`config.mk`:
```
export PLATFORM = sky130hd
export DESIGN_NAME = ziswap_seq_ctrl_flat
export DESIGN_NICKNAME = d
export VERILOG_FILES = /design/src/rtl/ziswap_seq_ctrl_if.sv /design/src/rtl/ziswap_seq_ctrl.sv /design/src/flat_wrapper.sv
export SDC_FILE = /design/constraint.sdc
export NUM_CORES = 1
export LEC_CHECK = 0
export CAP_MARGIN = 40
export CORE_MARGIN = 2
export CORE_UTILIZATION = 43
export CTS_BUF_LIST = sky130_fd_sc_hd__clkbuf_16
export DETAILED_ROUTE_END_ITERATION = 12
export GPL_ROUTABILITY_DRIVEN = 0
export PLACE_DENSITY = 0.92
export SLEW_MARGIN = 20
export SYNTH_ARGS = -nofsm -noshare
export SYNTH_HDL_FRONTEND = slang
export SYNTH_SLANG_ARGS = --single-unit
```
`constraint.sdc`:
```
create_clock -name clk -period 2.7 [get_ports clk]
set_clock_uncertainty 0.2 [all_clocks]
set_input_delay 0.81 -clock clk [delete_from_list [all_inputs] [get_ports clk]]
set_output_delay 0.81 -clock clk [all_outputs]
set_load 0.01 [all_outputs]
```
`src/rtl/ziswap_seq_ctrl_if.sv`:
```
// rtl/ziswap_seq_ctrl_if.sv - request, data-bus and writeback signals of the Ziswap sequencer (ZISWAP_BUS_LOCK_EN adds mem_lock)
interface ziswap_seq_ctrl_if;
    logic        req_valid;
    logic        req_ready;
    logic [31:0] req_instr;
    logic [31:0] req_addr;
    logic [31:0] req_wdata;
    logic        mem_req;
    logic        mem_we;
    logic [3:0]  mem_be;
    logic [31:0] mem_addr;
    logic [31:0] mem_wdata;
    logic        mem_gnt;
    logic        mem_rvalid;
    logic [31:0] mem_rdata;
    logic        wb_valid;
    logic [4:0]  wb_rd;
    logic [31:0] wb_data;
    logic        exc_misalign;
    logic        busy;
`ifdef ZISWAP_BUS_LOCK_EN
    logic        mem_lock;
`endif

    // master: the sequencer itself (it masters the data bus)
    modport master (
        input  req_valid, req_instr, req_addr, req_wdata,
        input  mem_gnt, mem_rvalid, mem_rdata,
        output req_ready, mem_req, mem_we, mem_be, mem_addr, mem_wdata,
        output wb_valid, wb_rd, wb_data, exc_misalign, busy
`ifdef ZISWAP_BUS_LOCK_EN
        , output mem_lock
`endif
    );

    modport slave (
        output req_valid, req_instr, req_addr, req_wdata,
        output mem_gnt, mem_rvalid, mem_rdata,
        input  req_ready, mem_req, mem_we, mem_be, mem_addr, mem_wdata,
        input  wb_valid, wb_rd, wb_data, exc_misalign, busy
`ifdef ZISWAP_BUS_LOCK_EN
        , input mem_lock
`endif
    );
endinterface

```
`src/rtl/ziswap_seq_ctrl.sv`:
```
// rtl/ziswap_seq_ctrl.sv - Ziswap load-then-store sequencer; ZISWAP_BUS_LOCK_EN adds a bus lock held across the RMW
module ziswap_seq_ctrl #(
    parameter int XLEN = 32
) (
    input  logic                 clk,
    input  logic                 rst_n,
    ziswap_seq_ctrl_if.master    bus
);
    typedef enum logic [2:0] {
        S_IDLE, S_LD_REQ, S_LD_WAIT, S_ST_REQ, S_ST_WAIT, S_DONE
    } state_t;

    state_t            state_q, state_d;
    logic              hw_q, hw_d;
    logic              sgn_q, sgn_d;
    logic              sel_q, sel_d;
    logic [XLEN-1:0]   wdata_q, wdata_d;
    logic              mem_req_q, mem_req_d;
    logic              mem_we_q, mem_we_d;
    logic [3:0]        mem_be_q, mem_be_d;
    logic [XLEN-1:0]   mem_addr_q, mem_addr_d;
    logic [XLEN-1:0]   mem_wdata_q, mem_wdata_d;
    logic              wb_valid_q, wb_valid_d;
    logic [4:0]        wb_rd_q, wb_rd_d;
    logic [XLEN-1:0]   wb_data_q, wb_data_d;
    logic              exc_q, exc_d;
`ifdef ZISWAP_BUS_LOCK_EN
    logic              lock_q, lock_d;
`endif

    logic [2:0]        funct3;
    logic              is_hw, is_word, bad_req;
    logic [15:0]       hw_sel;
    logic [XLEN-1:0]   ld_ext;
    logic              unused_instr_bits;

    assign funct3            = bus.req_instr[14:12];
    assign is_hw             = (funct3 == 3'b001) || (funct3 == 3'b101);
    assign is_word           = (funct3 == 3'b010);
    assign bad_req           = !(is_hw || is_word) || (is_hw && bus.req_addr[0])
                               || (is_word && (bus.req_addr[1:0] != 2'b00));
    assign unused_instr_bits = ^{bus.req_instr[31:15], bus.req_instr[6:0]};

    assign hw_sel = sel_q ? bus.mem_rdata[31:16] : bus.mem_rdata[15:0];
    assign ld_ext = !hw_q ? bus.mem_rdata
                  : (sgn_q ? {{16{hw_sel[15]}}, hw_sel} : {16'h0000, hw_sel});

    always_comb begin
        state_d     = state_q;
        hw_d        = hw_q;
        sgn_d       = sgn_q;
        sel_d       = sel_q;
        wdata_d     = wdata_q;
        mem_req_d   = mem_req_q;
        mem_we_d    = mem_we_q;
        mem_be_d    = mem_be_q;
        mem_addr_d  = mem_addr_q;
        mem_wdata_d = mem_wdata_q;
        wb_valid_d  = 1'b0;
        wb_rd_d     = wb_rd_q;
        wb_data_d   = wb_data_q;
        exc_d       = 1'b0;
`ifdef ZISWAP_BUS_LOCK_EN
        lock_d      = lock_q;
`endif
        case (state_q)
            S_IDLE: if (bus.req_valid) begin
                wb_rd_d = bus.req_instr[11:7];
                if (bad_req) begin
                    state_d = S_DONE;
                    exc_d   = 1'b1;
                end else begin
                    state_d    = S_LD_REQ;
                    hw_d       = is_hw;
                    sgn_d      = (funct3 == 3'b001);
                    sel_d      = bus.req_addr[1];
                    wdata_d    = bus.req_wdata;
                    mem_req_d  = 1'b1;
                    mem_we_d   = 1'b0;
                    mem_addr_d = {bus.req_addr[XLEN-1:2], 2'b00};
                    mem_be_d   = is_word ? 4'b1111 : (bus.req_addr[1] ? 4'b1100 : 4'b0011);
`ifdef ZISWAP_BUS_LOCK_EN
                    lock_d     = 1'b1;
`endif
                end
            end
            S_LD_REQ: if (bus.mem_gnt) begin
                state_d   = S_LD_WAIT;
                mem_req_d = 1'b0;
            end
            S_LD_WAIT: if (bus.mem_rvalid) begin
                state_d     = S_ST_REQ;
                wb_data_d   = ld_ext;
                mem_req_d   = 1'b1;
                mem_we_d    = 1'b1;
                mem_wdata_d = hw_q ? {2{wdata_q[15:0]}} : wdata_q;
            end
            S_ST_REQ: if (bus.mem_gnt) begin
                state_d   = S_ST_WAIT;
                mem_req_d = 1'b0;
                mem_we_d  = 1'b0;
            end
            S_ST_WAIT: if (bus.mem_rvalid) begin
                state_d    = S_DONE;
                wb_valid_d = 1'b1;
`ifdef ZISWAP_BUS_LOCK_EN
                lock_d     = 1'b0;
`endif
            end
            S_DONE:  state_d = S_IDLE;
            default: state_d = S_IDLE;
        endcase
    end

    always_ff @(posedge clk or negedge rst_n) begin
        if (!rst_n) begin
            state_q     <= S_IDLE;
            hw_q        <= 1'b0;
            sgn_q       <= 1'b0;
            sel_q       <= 1'b0;
            wdata_q     <= '0;
            mem_req_q   <= 1'b0;
            mem_we_q    <= 1'b0;
            mem_be_q    <= 4'b0000;
            mem_addr_q  <= '0;
            mem_wdata_q <= '0;
            wb_valid_q  <= 1'b0;
            wb_rd_q     <= 5'd0;
            wb_data_q   <= '0;
            exc_q       <= 1'b0;
`ifdef ZISWAP_BUS_LOCK_EN
            lock_q      <= 1'b0;
`endif
        end else begin
            state_q     <= state_d;
            hw_q        <= hw_d;
            sgn_q       <= sgn_d;
            sel_q       <= sel_d;
            wdata_q     <= wdata_d;
            mem_req_q   <= mem_req_d;
            mem_we_q    <= mem_we_d;
            mem_be_q    <= mem_be_d;
            mem_addr_q  <= mem_addr_d;
            mem_wdata_q <= mem_wdata_d;
            wb_valid_q  <= wb_valid_d;
            wb_rd_q     <= wb_rd_d;
            wb_data_q   <= wb_data_d;
            exc_q       <= exc_d;
`ifdef ZISWAP_BUS_LOCK_EN
            lock_q      <= lock_d;
`endif
        end
    end

    assign bus.req_ready    = (state_q == S_IDLE);
    assign bus.busy         = (state_q != S_IDLE);
    assign bus.mem_req      = mem_req_q;
    assign bus.mem_we       = mem_we_q;
    assign bus.mem_be       = mem_be_q;
    assign bus.mem_addr     = mem_addr_q;
    assign bus.mem_wdata    = mem_wdata_q;
    assign bus.wb_valid     = wb_valid_q;
    assign bus.wb_rd        = wb_rd_q;
    assign bus.wb_data      = wb_data_q;
    assign bus.exc_misalign = exc_q;
`ifdef ZISWAP_BUS_LOCK_EN
    assign bus.mem_lock     = lock_q;
`endif
endmodule

```
`src/flat_wrapper.sv`:
```
// flat-port wrapper written by rule: the top's interface ports become plain ports
module ziswap_seq_ctrl_flat 
#(
    parameter int XLEN = 32
)
  (clk, rst_n, bus_req_valid, bus_req_instr, bus_req_addr, bus_req_wdata, bus_mem_gnt, bus_mem_rvalid, bus_mem_rdata, bus_req_ready, bus_mem_req, bus_mem_we, bus_mem_be, bus_mem_addr, bus_mem_wdata, bus_wb_valid, bus_wb_rd, bus_wb_data, bus_exc_misalign, bus_busy);
  ziswap_seq_ctrl_if bus_i ();
  input  logic clk;
  input  logic rst_n;
  input wire logic [$bits(bus_i.req_valid)-1:0] bus_req_valid;
  input wire logic [$bits(bus_i.req_instr)-1:0] bus_req_instr;
  input wire logic [$bits(bus_i.req_addr)-1:0] bus_req_addr;
  input wire logic [$bits(bus_i.req_wdata)-1:0] bus_req_wdata;
  input wire logic [$bits(bus_i.mem_gnt)-1:0] bus_mem_gnt;
  input wire logic [$bits(bus_i.mem_rvalid)-1:0] bus_mem_rvalid;
  input wire logic [$bits(bus_i.mem_rdata)-1:0] bus_mem_rdata;
  output wire logic [$bits(bus_i.req_ready)-1:0] bus_req_ready;
  output wire logic [$bits(bus_i.mem_req)-1:0] bus_mem_req;
  output wire logic [$bits(bus_i.mem_we)-1:0] bus_mem_we;
  output wire logic [$bits(bus_i.mem_be)-1:0] bus_mem_be;
  output wire logic [$bits(bus_i.mem_addr)-1:0] bus_mem_addr;
  output wire logic [$bits(bus_i.mem_wdata)-1:0] bus_mem_wdata;
  output wire logic [$bits(bus_i.wb_valid)-1:0] bus_wb_valid;
  output wire logic [$bits(bus_i.wb_rd)-1:0] bus_wb_rd;
  output wire logic [$bits(bus_i.wb_data)-1:0] bus_wb_data;
  output wire logic [$bits(bus_i.exc_misalign)-1:0] bus_exc_misalign;
  output wire logic [$bits(bus_i.busy)-1:0] bus_busy;
  assign bus_i.req_valid = bus_req_valid;
  assign bus_i.req_instr = bus_req_instr;
  assign bus_i.req_addr = bus_req_addr;
  assign bus_i.req_wdata = bus_req_wdata;
  assign bus_i.mem_gnt = bus_mem_gnt;
  assign bus_i.mem_rvalid = bus_mem_rvalid;
  assign bus_i.mem_rdata = bus_mem_rdata;
  assign bus_req_ready = bus_i.req_ready;
  assign bus_mem_req = bus_i.mem_req;
  assign bus_mem_we = bus_i.mem_we;
  assign bus_mem_be = bus_i.mem_be;
  assign bus_mem_addr = bus_i.mem_addr;
  assign bus_mem_wdata = bus_i.mem_wdata;
  assign bus_wb_valid = bus_i.wb_valid;
  assign bus_wb_rd = bus_i.wb_rd;
  assign bus_wb_data = bus_i.wb_data;
  assign bus_exc_misalign = bus_i.exc_misalign;
  assign bus_busy = bus_i.busy;
  ziswap_seq_ctrl #(.XLEN(XLEN)) u_core (.clk(clk), .rst_n(rst_n), .bus(bus_i));
endmodule
```
==> results of run 1 <==
==> final timing paths <==
kind | end | cells after the start | startpoint | slack, ns
worst max-delay path | u_core.bus.mem_addr[4]$_DFFE_PN0P_ | 7 | bus_req_instr[14] | 0.08
worst min-delay path | u_core.bus.wb_data[0]$_DFFE_PN0P_ | 1 | rst_n | 0.14
worst max register to register | u_core.bus.mem_addr[4]$_DFFE_PN0P_ | 6 | u_core.state_q[1]$_DFFE_PN0P_ | 0.36
worst min register to register | u_core.wdata_q[21]$_DFFE_PN0P_ | 1 | u_core.wdata_q[21]$_DFFE_PN0P_ | 0.29
max in group asynchronous | u_core.bus.mem_addr[17]$_DFFE_PN0P_ | 2 | rst_n | 1.52
min in group clk | u_core.wdata_q[21]$_DFFE_PN0P_ | 1 | u_core.wdata_q[21]$_DFFE_PN0P_ | 0.29
==> sequential cells by signal, indices dropped and copies added (netlist names), 2 cells and up <==
register	cells
u_core.bus.mem_addr	30
u_core.bus.mem_be	2
u_core.bus.mem_wdata	32
u_core.bus.wb_data	32
u_core.bus.wb_rd	5
u_core.state_q	3
u_core.wdata_q	32
==> cell type report <==
type / instances / area [um^2]
fillers: 896 / 4180
clock buffers: 17 / 425
clock inverters: 15 / 130
flip-flops and latches: 143 / 3580
well taps: 176 / 220
inverters: 4 / 15.0
repair buffers: 251 / 2600
multi-input cells: 270 / 2090
==> layer usage <==
layer	global-route usage (%)	vias to the layer above
met3	6.65	42
met1	24.1	2184
li1	-	2045
met2	37.5	198
met4	10.8	0
met5	0	-
==> critical path, cell delays in order <==
cell and delay, ns:
dlygate4sd2_1 0.25, or4b_4 0.55, a211oi_4 0.30, buf_6 0.16, buf_12 0.14, clkbuf_16 0.16
mux2_2 0.34
==> cells in the mapped netlist, types with 2 or more instances <==
cell type,n
mux2_1,16
buf_4,8
nand2_1,19
buf_2,3
buf_6,2
buf_1,7
nor2b_1,2
mux2i_1,37
o21ai_0,2
a31oi_1,16
nor2_1,53
dfrtp_1,143
clkbuf_1,12
nand2b_1,4
inv_1,3
a21oi_1,34
mux2_2,70
==> power by group <==
part / total [mW] / switching [mW] / internal (mW)
combinational: 4.15 / 1.71 / 2.45
clock: 2.20 / 0.864 / 1.34
sequential: 3.81 / 0.631 / 3.17
==> cells by family (layout without fill, tap and decap cells) <==
kind of cell           after synthesis  count (layout)  share of synthesized area [%]
flip-flops                         143             143                           61.2
buffers and inverters               37             287                           3.40
XOR/XNOR                             1               1                          0.150
AND/OR/NAND/NOR                     84              84                           6.08
multiplexers                       123             123                           22.9
other                                1               2                         0.0642
AO/OA/AOI/OAI                       60              60                           6.15
==> cells in the final DEF, fill, tap and decap left out, types with 19 or more instances in the layout <==
cell,count
nand2_1,19
mux2i_1,37
dfrtp_1,143
mux2_2,70
buf_4,21
clkbuf_16,21
nor2_1,53
clkdlybuf4s50_1,209
a21oi_1,34
==> repair_timing <==
| action | CTS | global route |
|---|---|---|
| setup endpoints to repair | 66 | 64 |
| pin swaps | 1 | 2 |
| buffers inserted | 1 | 4 |
| gates resized for setup | 6 | 9 |
| gates cloned | 1 | 4 |
==> results.json, run 1 <==
{
  "num_rows": 42,
  "wl_met1_mm": 6.28,
  "final_max_slew_viol_count": 0,
  "setup-tns-final_ns": 0,
  "outcome": "finished, final reports clean",
  "fin_crit_ns": 2.62,
  "yosysTopAreaCellShare_pct": 61.2,
  "track_usage_pct": 21.7,
  "hold_buffers": 0,
  "avgSynthCellArea_um2": 13.0,
  "fin_cells": 876,
  "rsz0062_at_grt": "no",
  "finalHoldViolCount": 0,
  "fin_nets": 820,
  "vias": 4469,
  "crit_fanout": 9,
  "dr.pass1.iters": 4,
  "synthTopCellsByArea": "dfrtp_1 61%, mux2_2 13%, mux2i_1 6.3%, nor2_1 3.4%, mux2_1 3.1%",
  "yosys_register_bits": 143,
  "ant_nets": 0,
  "grt_pass1_wl_mm": 24.3,
  "wl_met2_mm": 8.17,
  "grt_antenna_before_repair": 0,
  "finalCritPeriodShare_pct": 97.1,
  "drive_above_1_share_pct": 19.4,
  "area_growth_pct": 55.1,
  "die_h_um": 121,
  "wl_mm": 16.1,
  "maxSlewHeadroom_pct": 63.0,
  "wl_met3_mm": 1.12,
  "vdd_drop_max_v": 0.000674,
  "fmax_ghz": 0.381,
  "crit_required_ns": 2.79,
  "setup.worst_path.start_class": "input port",
  "async_flop_share_pct": 100,
  "drt_iter0_drc": 215,
  "synth_top_cell_by_area": "dfrtp_1",
  "cp-end-kind": "flop",
  "clk_pin_slew_ns": 0.06,
  "setup_ws_ns": 0.0773,
  "worstSkewPairLatency_ns": 0.41,
  "syn-cell-area_um2": 5840,
  "max_slew.worst_pin.slew_ns": 0.552,
  "dp_hpwl_mm": 11.0,
  "final_area_um2": 9060,
  "hold_slack_ns": 0.142,
  "drcViolationCount": 0,
  "finalSetupViolCount": 0,
  "cts_root_buf": "clkbuf_16",
  "yosysWarnings": 0,
  "antenna-diode-count": 0,
  "clockBufferDepth": 2,
  "fin_total_pwr_mw": 10.2,
  "place_ws_ns": -0.504,
  "grt_pass1_vias": 4949,
  "synth_edf_count": 0,
  "p_leak_nw": 4.04,
  "hold_class": "input port to asynchronous set/reset pin",
  "cts_made_buffers": 17,
  "synth-main-ff-cell": "dfrtp_1",
  "grt_overflow_total": 0,
  "drv_cap": 0,
  "crit_type": "input port to flop",
  "synth_cells": 449,
  "synth.distinct_cells": 35,
  "wl_per_cell_um": 18.3,
  "io_pins": 244,
  "power_density_nw_per_um2": 1120,
  "cp_data_arrival_time_ns": 2.71,
  "seq_area_frac_synth_pct": 61.2,
  "placed_area_um2": 8320,
  "dp_cells": 834,
  "die_w_um": 121,
  "core_area_um2": 13200,
  "start_util_pct": 44.1,
  "routed_via_density": 5.10,
  "clock_sinks": 143,
  "highest_layer": "met4",
  "portBuffers": 217,
  "grt_max_degree": 51,
  "cts_tree": "done",
  "htree_levels": 4,
  "dieArea_um2": 14500,
  "final_util_pct": 68.4
}
(Power assumes the default switching activity.)
==> inputs of run 2 (changes only) <==
--- a/config.mk
+++ b/config.mk
@@ -12,6 +12,7 @@
 export DETAILED_ROUTE_END_ITERATION = 12
 export GPL_ROUTABILITY_DRIVEN = 0
 export PLACE_DENSITY = 0.92
+export REMOVE_ABC_BUFFERS = 1
 export SLEW_MARGIN = 20
 export SYNTH_ARGS = -nofsm -noshare
 export SYNTH_HDL_FRONTEND = slang
==> results.json, run 2 (synthesis gave the netlist of run 1 again) <==
{
  "outcome": "finished, final reports clean",
  "swShare_pct": 30.8,
  "grt_pass1_vias": 4773,
  "clockPowerShare_pct": 23.0,
  "die_w_um": 121,
  "clockBufferDepth": 2,
  "cp-end-kind": "output port",
  "track_usage_pct": 21.5,
  "hold_class": "input port to asynchronous set/reset pin",
  "io_pins": 244,
  "crit_fanout": 7,
  "crit_required_ns": 1.69,
  "hold_buffers": 0,
  "multi_input_area_um2": 2110,
  "hold_slack_ns": 0.128,
  "power_frac_seq_pct": 36.7,
  "area_growth_pct": 57.1,
  "cp_data_arrival_time_ns": 1.52,
  "place_ws_ns": -0.655,
  "wl_per_cell_um": 17.9,
  "final_cell_mix": "209 x clkdlybuf4s50_1, 141 x dfrtp_1, 68 x mux2_2, 53 x nor2_1, 37 x mux2i_1",
  "rsz0062_at_grt": "no",
  "dieArea_um2": 14500,
  "cts_tree": "done",
  "grt_antenna_before_repair": 0,
  "startpoint": "u_core.state_q[2]$_DFFE_PN0P_",
  "maxSlewHeadroom_pct": 65.0,
  "grtUsageMet3_pct": 7.50,
  "drv_cap": 0,
  "grt_pass1_wl_mm": 24.1,
  "final_common_cell": "clkdlybuf4s50_1",
  "clock_sinks": 143,
  "setup.worst_path.start_class": "flop",
  "worstSkewPairLatency_ns": 0.41,
  "start_util_pct": 44.1,
  "max_slew.worst_pin.slew_ns": 0.522,
  "fillerInstances": 884,
  "cts_root_buf": "clkbuf_16",
  "comb_power_share_pct": 40.3,
  "grt_overflow_total": 0,
  "clk_pin_slew_ns": 0.06,
  "htree_levels": 4,
  "dr.pass1.iters": 4,
  "regArea_um2": 3580,
  "p_leak_nw": 4.09,
  "setup_ws_ns": 0.173,
  "fin_crit_ns": 2.53,
  "wl_mm": 15.8,
  "drt_iter0_drc": 229,
  "p_switching_mw": 3.19,
  "grt.met1_usage_pct": 23.2,
  "drive_above_1_share_pct": 20.7,
  "placed_area_um2": 8400,
  "cts_made_buffers": 17,
  "num_rows": 42,
  "grt_max_degree": 52,
  "final_area_um2": 9180,
  "fin_nets": 825,
  "fmax_ghz": 0.396,
  "finalHoldViolCount": 0,
  "drcViolationCount": 0,
  "die_h_um": 121,
  "reg2reg_from": "u_core.state_q[0]$_DFFE_PN0P_",
  "crit_type": "flop to output port",
  "core_area_um2": 13200,
  "grt-busiest-layer": "met2",
  "power_density_nw_per_um2": 1130,
  "finalCritPeriodShare_pct": 93.6,
  "p_int_mw": 7.19,
  "vias": 4518,
  "finalSetupViolCount": 0,
  "routed_via_density": 5.12,
  "grt_use_met2_pct": 38.3,
  "final_max_slew_viol_count": 0,
  "vdd_drop_max_v": 0.000709,
  "dp_hpwl_mm": 11.2,
  "portBuffers": 217,
  "setup-tns-final_ns": 0,
  "ant_nets": 0
}
[run 2: changes by cell type in the layout (fill, tap and decap cells not counted), sizes merged]
cell,before,now
bufinv,2,4
clkinvlp,3,2
buf,31,36
diode,0,1
clkinv,9,8
[run 2: path summary, 6_finish.rpt]
check                                                       end  cells past startpoint  slack, ns
hold / removal                u_core.bus.wb_data[9]$_DFFE_PN0P_                      1       0.13
hold reg to reg                  u_core.wdata_q[27]$_DFFE_PN0P_                      1       0.28
setup reg to reg                 u_core.wdata_q[29]$_DFFE_PN0P_                      7       0.24
setup / recovery                                  bus_req_ready                      3       0.17
max in group asynchronous  u_core.bus.mem_wdata[20]$_DFFE_PN0P_                      2       1.52
min in group clk                 u_core.wdata_q[27]$_DFFE_PN0P_                      1       0.28
[run 2: critical path, stage by stage, from the launching register on]
cell and delay [ns]:
dfrtp_2 0.44, or3_4 0.35, inv_1 0.06, dlygate4sd2_1 0.26
[run 2: per-layer routing]
layer	routed length, um	part of all wire (%)	vias to the layer above
met3	1350	8.6	25
met4	291	1.8	0
met5	0	0	-
met1	5930	38	2239
met2	8200	52	211
li1	-	-	2043
[run 2: power groups by stage]
| stage | sequential (mW) | clock (mW) | combinational [mW] |
|---|---|---|---|
| 6_report | 3.81 | 2.38 | 4.19 |
| 5_1_grt | 3.92 | 2.51 | 4.49 |
| 4_1_cts | 3.80 | 2.42 | 4.20 |
| 3_5_place_dp | 3.83 | 0 | 4.13 |
| 3_3_place_gp | 3.73 | 0 | 3.98 |
| 2_1_floorplan | 4.13 | 0 | 1.46 |
[run 2: timing repair]
| action | CTS | global route |
|---|---|---|
| cloned | 0 | 4 |
| buffers inserted | 2 | 2 |
| gates resized for setup | 10 | 7 |
| endpoints found under the setup margin | 68 | 56 |
| pin swaps | 2 | 2 |
[run 2: metrics by stage]
step	std cells	utilization (%)	total power, mW
floorplan	417	-	5.60
global placement	841	63.5	7.71
detailed placement	841	63.5	7.96
CTS	875	68.3	10.4
global route	881	69.3	10.9
finish	882	69.3	10.4
[run 2: layout make-up]
type                            count  area share (%)
Sequential cell                   143            39.0
Multi-Input combinational cell    270            23.0
Tap cell                          176            2.40
Clock buffer                       17            4.63
Antenna cell                        1          0.0273
Clock inverter                     15            1.94
Inverter                            4           0.164
Timing Repair Buffer              256            28.8
==> inputs of run 3 (changes only) <==
--- a/config.mk
+++ b/config.mk
@@ -5,13 +5,16 @@
 export SDC_FILE = /design/constraint.sdc
 export NUM_CORES = 1
 export LEC_CHECK = 0
+export ABC_AREA = 1
 export CAP_MARGIN = 40
 export CORE_MARGIN = 2
 export CORE_UTILIZATION = 43
 export CTS_BUF_LIST = sky130_fd_sc_hd__clkbuf_16
+export CTS_CLUSTER_SIZE = 16
 export DETAILED_ROUTE_END_ITERATION = 12
 export GPL_ROUTABILITY_DRIVEN = 0
-export PLACE_DENSITY = 0.92
+export PLACE_DENSITY = 0.91
+export RECOVER_POWER = 100
 export REMOVE_ABC_BUFFERS = 1
 export SLEW_MARGIN = 20
 export SYNTH_ARGS = -nofsm -noshare
==> results.json, run 3 <==
{
  "outcome": "finished, final reports clean",
  "final_cell_mix": "263 x nand2_1, 143 x dfrtp_1, 110 x dlygate4sd3_1, 104 x clkdlybuf4s50_1, 60 x nor2_1",
  "synth_xor_area_share_pct": 0,
  "io_pins": 244,
  "track_usage_pct": 22.8,
  "fin_nets": 1023,
  "fillerInstances": 1063,
  "grt_pass1_wl_mm": 26.0,
  "cts_root_buf": "clkbuf_16",
  "synth_compound_area_share_pct": 9.70,
  "yosysTopAreaCellShare_pct": 60.6,
  "p_leak_nw": 4.18,
  "final_common_cell": "nand2_1",
  "num_rows": 42,
  "drt_iter0_drc": 304,
  "drive_above_1_share_pct": 5.55,
  "setup.worst_path.start_class": "flop",
  "cp_top_family": "buffers and inverters",
  "synth-main-ff-cell": "dfrtp_1",
  "wl_per_cell_um": 14.8,
  "synth_top_family_by_area": "simple AND/OR/NAND/NOR gates",
  "final_area_um2": 8860,
  "cts_tree": "done",
  "crit_fanout": 2,
  "crit_required_ns": 1.69,
  "area_growth_pct": 50.1,
  "clockBufferDepth": 2,
  "die_w_um": 121,
  "r2r_cells": 8,
  "async_flop_share_pct": 100,
  "routed_via_density": 4.95,
  "worstSkewPairLatency_ns": 0.41,
  "die_h_um": 121,
  "ant_nets": 0,
  "dp_hpwl_mm": 11.1,
  "whs_path_depth": 2,
  "cp-end-kind": "output port",
  "synth_fa_ha_area_share_pct": 0,
  "grt_antenna_before_repair": 0,
  "ys_top_cells_by_count": "262 x nand2_1, 143 x dfrtp_1, 59 x nor2_1, 34 x a21oi_1, 32 x a31oi_1",
  "place_ws_ns": 0.0116,
  "drcViolationCount": 0,
  "fin_crit_ns": 2.45,
  "rsz0062_at_grt": "no",
  "power_density_nw_per_um2": 1170,
  "final_max_slew_viol_count": 0,
  "cp.depth": 1,
  "cp_data_arrival_time_ns": 1.44,
  "antenna-diode-count": 0,
  "synth_top_cell_by_area": "dfrtp_1",
  "dr.pass1.iters": 4,
  "yosys_register_bits": 143,
  "grt_overflow_total": 0,
  "synthSimpleGateAreaFrac_pct": 23.5,
  "reg2reg_from": "u_core.state_q[0]$_DFFE_PN0P_",
  "setup-tns-final_ns": 0,
  "syn-cell-area_um2": 5910,
  "startpoint": "u_core.bus.mem_addr[31]$_DFFE_PN0P_",
  "dieArea_um2": 14700,
  "final_util_pct": 66.4,
  "synthMuxAreaShare_pct": 0,
  "cp_slowest_cell": "dlygate4sd3_1",
  "synthTopCellsByArea": "dfrtp_1 61%, nand2_1 17%, nor2_1 3.8%, a31oi_1 3.4%, a21oi_1 2.9%",
  "path_buf_inv": 1,
  "grt_max_degree": 51,
  "finalSetupViolCount": 0,
  "hold_class": "flop to flop",
  "fmax_ghz": 0.409,
  "clk_pin_slew_ns": 0.06,
  "cp_cell_sequence": "dlygate4sd3_1",
  "synth.distinct_cells": 22,
  "portBuffers": 217,
  "synth_cells": 680,
  "synth_edf_count": 0,
  "maxSlewHeadroom_pct": 19.9,
  "htree_levels": 4,
  "vdd_drop_max_v": 0.000692,
  "cts_made_buffers": 17,
  "crit_type": "flop to output port",
  "wl_mm": 16.0,
  "core_area_um2": 13300,
  "vias": 5335,
  "cp_slowest_stage_delay_ns": 0.61,
  "seq_area_frac_synth_pct": 60.6,
  "drv_cap": 0,
  "grt_pass1_vias": 5439,
  "finalCritPeriodShare_pct": 90.6,
  "avgSynthCellArea_um2": 8.68,
  "max_slew.worst_pin.slew_ns": 1.20,
  "placed_area_um2": 8260,
  "clock_sinks": 143,
  "setup_ws_ns": 0.254,
  "yosysWarnings": 0,
  "start_util_pct": 44.2,
  "synth_most_common_cell": "nand2_1",
  "worstHoldStart": "u_core.bus.mem_addr[5]$_DFFE_PN0P_",
  "finalHoldViolCount": 0
}
[run 3: cell count changes in the layout (fill, tap and decap cells not counted), sizes merged, moves of 16 or more]
cell / delta
a31oi: +16
buf: -25
clkdlybuf4s50: -105
dlygate4sd3: +110
inv: +29
mux2: -86
mux2i: -37
nand2: +245
nand3: +23
o21ai: +37
[run 3: timing repair]
action | 4_1_cts | 5_1_grt
setup buffers | 0 | 1
endpoints found under the setup margin | 1 | 1
hold buffers | 0 | 0
resized for setup | 1 | 2
[run 3: area by class of cell]
cell class	instances	area (um^2)	area share [%]
flip-flops and latches	143	3580	40.4
inverters	35	131	1.48
clock inverters	13	221	2.50
repair buffers	233	2330	26.3
multi-input cells	460	1960	22.1
well taps	176	220	2.48
clock buffers	17	425	4.80
[run 3: power by group]
part	internal (mW)	switching [mW]
sequential	3.21	0.591
combinational	1.90	2.06
clock	1.71	0.855
total	6.82	3.51
[run 3: logic make-up after synthesis]
family,after synthesis
other,1
DFF,143
buffers and inverters,78
AOI/OAI and AO/OA,106
and+or+nand+nor,352
[run 3: stage by stage]
step           instances  hold slack (ns)  power [mW]
2_1_floorplan        638            0.249        5.66
3_3_place_gp        1046            0.255        7.99
3_5_place_dp        1046            0.258        8.17
4_1_cts             1076            0.129        10.8
5_1_grt             1077            0.289        11.1
6_report            1077            0.264        10.3
[run 3: metal layers]
layer	wire (um)	part of all wire [%]	track usage [%]	up-vias
met1	6010	38	25.1	2482
met5	0	0	0	-
li1	-	-	-	2585
met4	520	3.3	10.8	0
met2	8100	51	39.8	224
met3	1340	8.4	7.28	44
[run 3: worst paths after layout]
path / end / slack (ns)
min: u_core.bus.mem_addr[5]$_DFFE_PN0P_ / 0.26
min in group asynchronous: u_core.bus.wb_data[3]$_DFFE_PN0P_ / 0.43
max in group asynchronous: u_core.wdata_q[12]$_DFFE_PN0P_ / 0.58
max: bus_mem_addr[31] / 0.25
max reg2reg: u_core.bus.wb_data[18]$_DFFE_PN0P_ / 0.66
min reg2reg: u_core.bus.mem_addr[5]$_DFFE_PN0P_ / 0.26
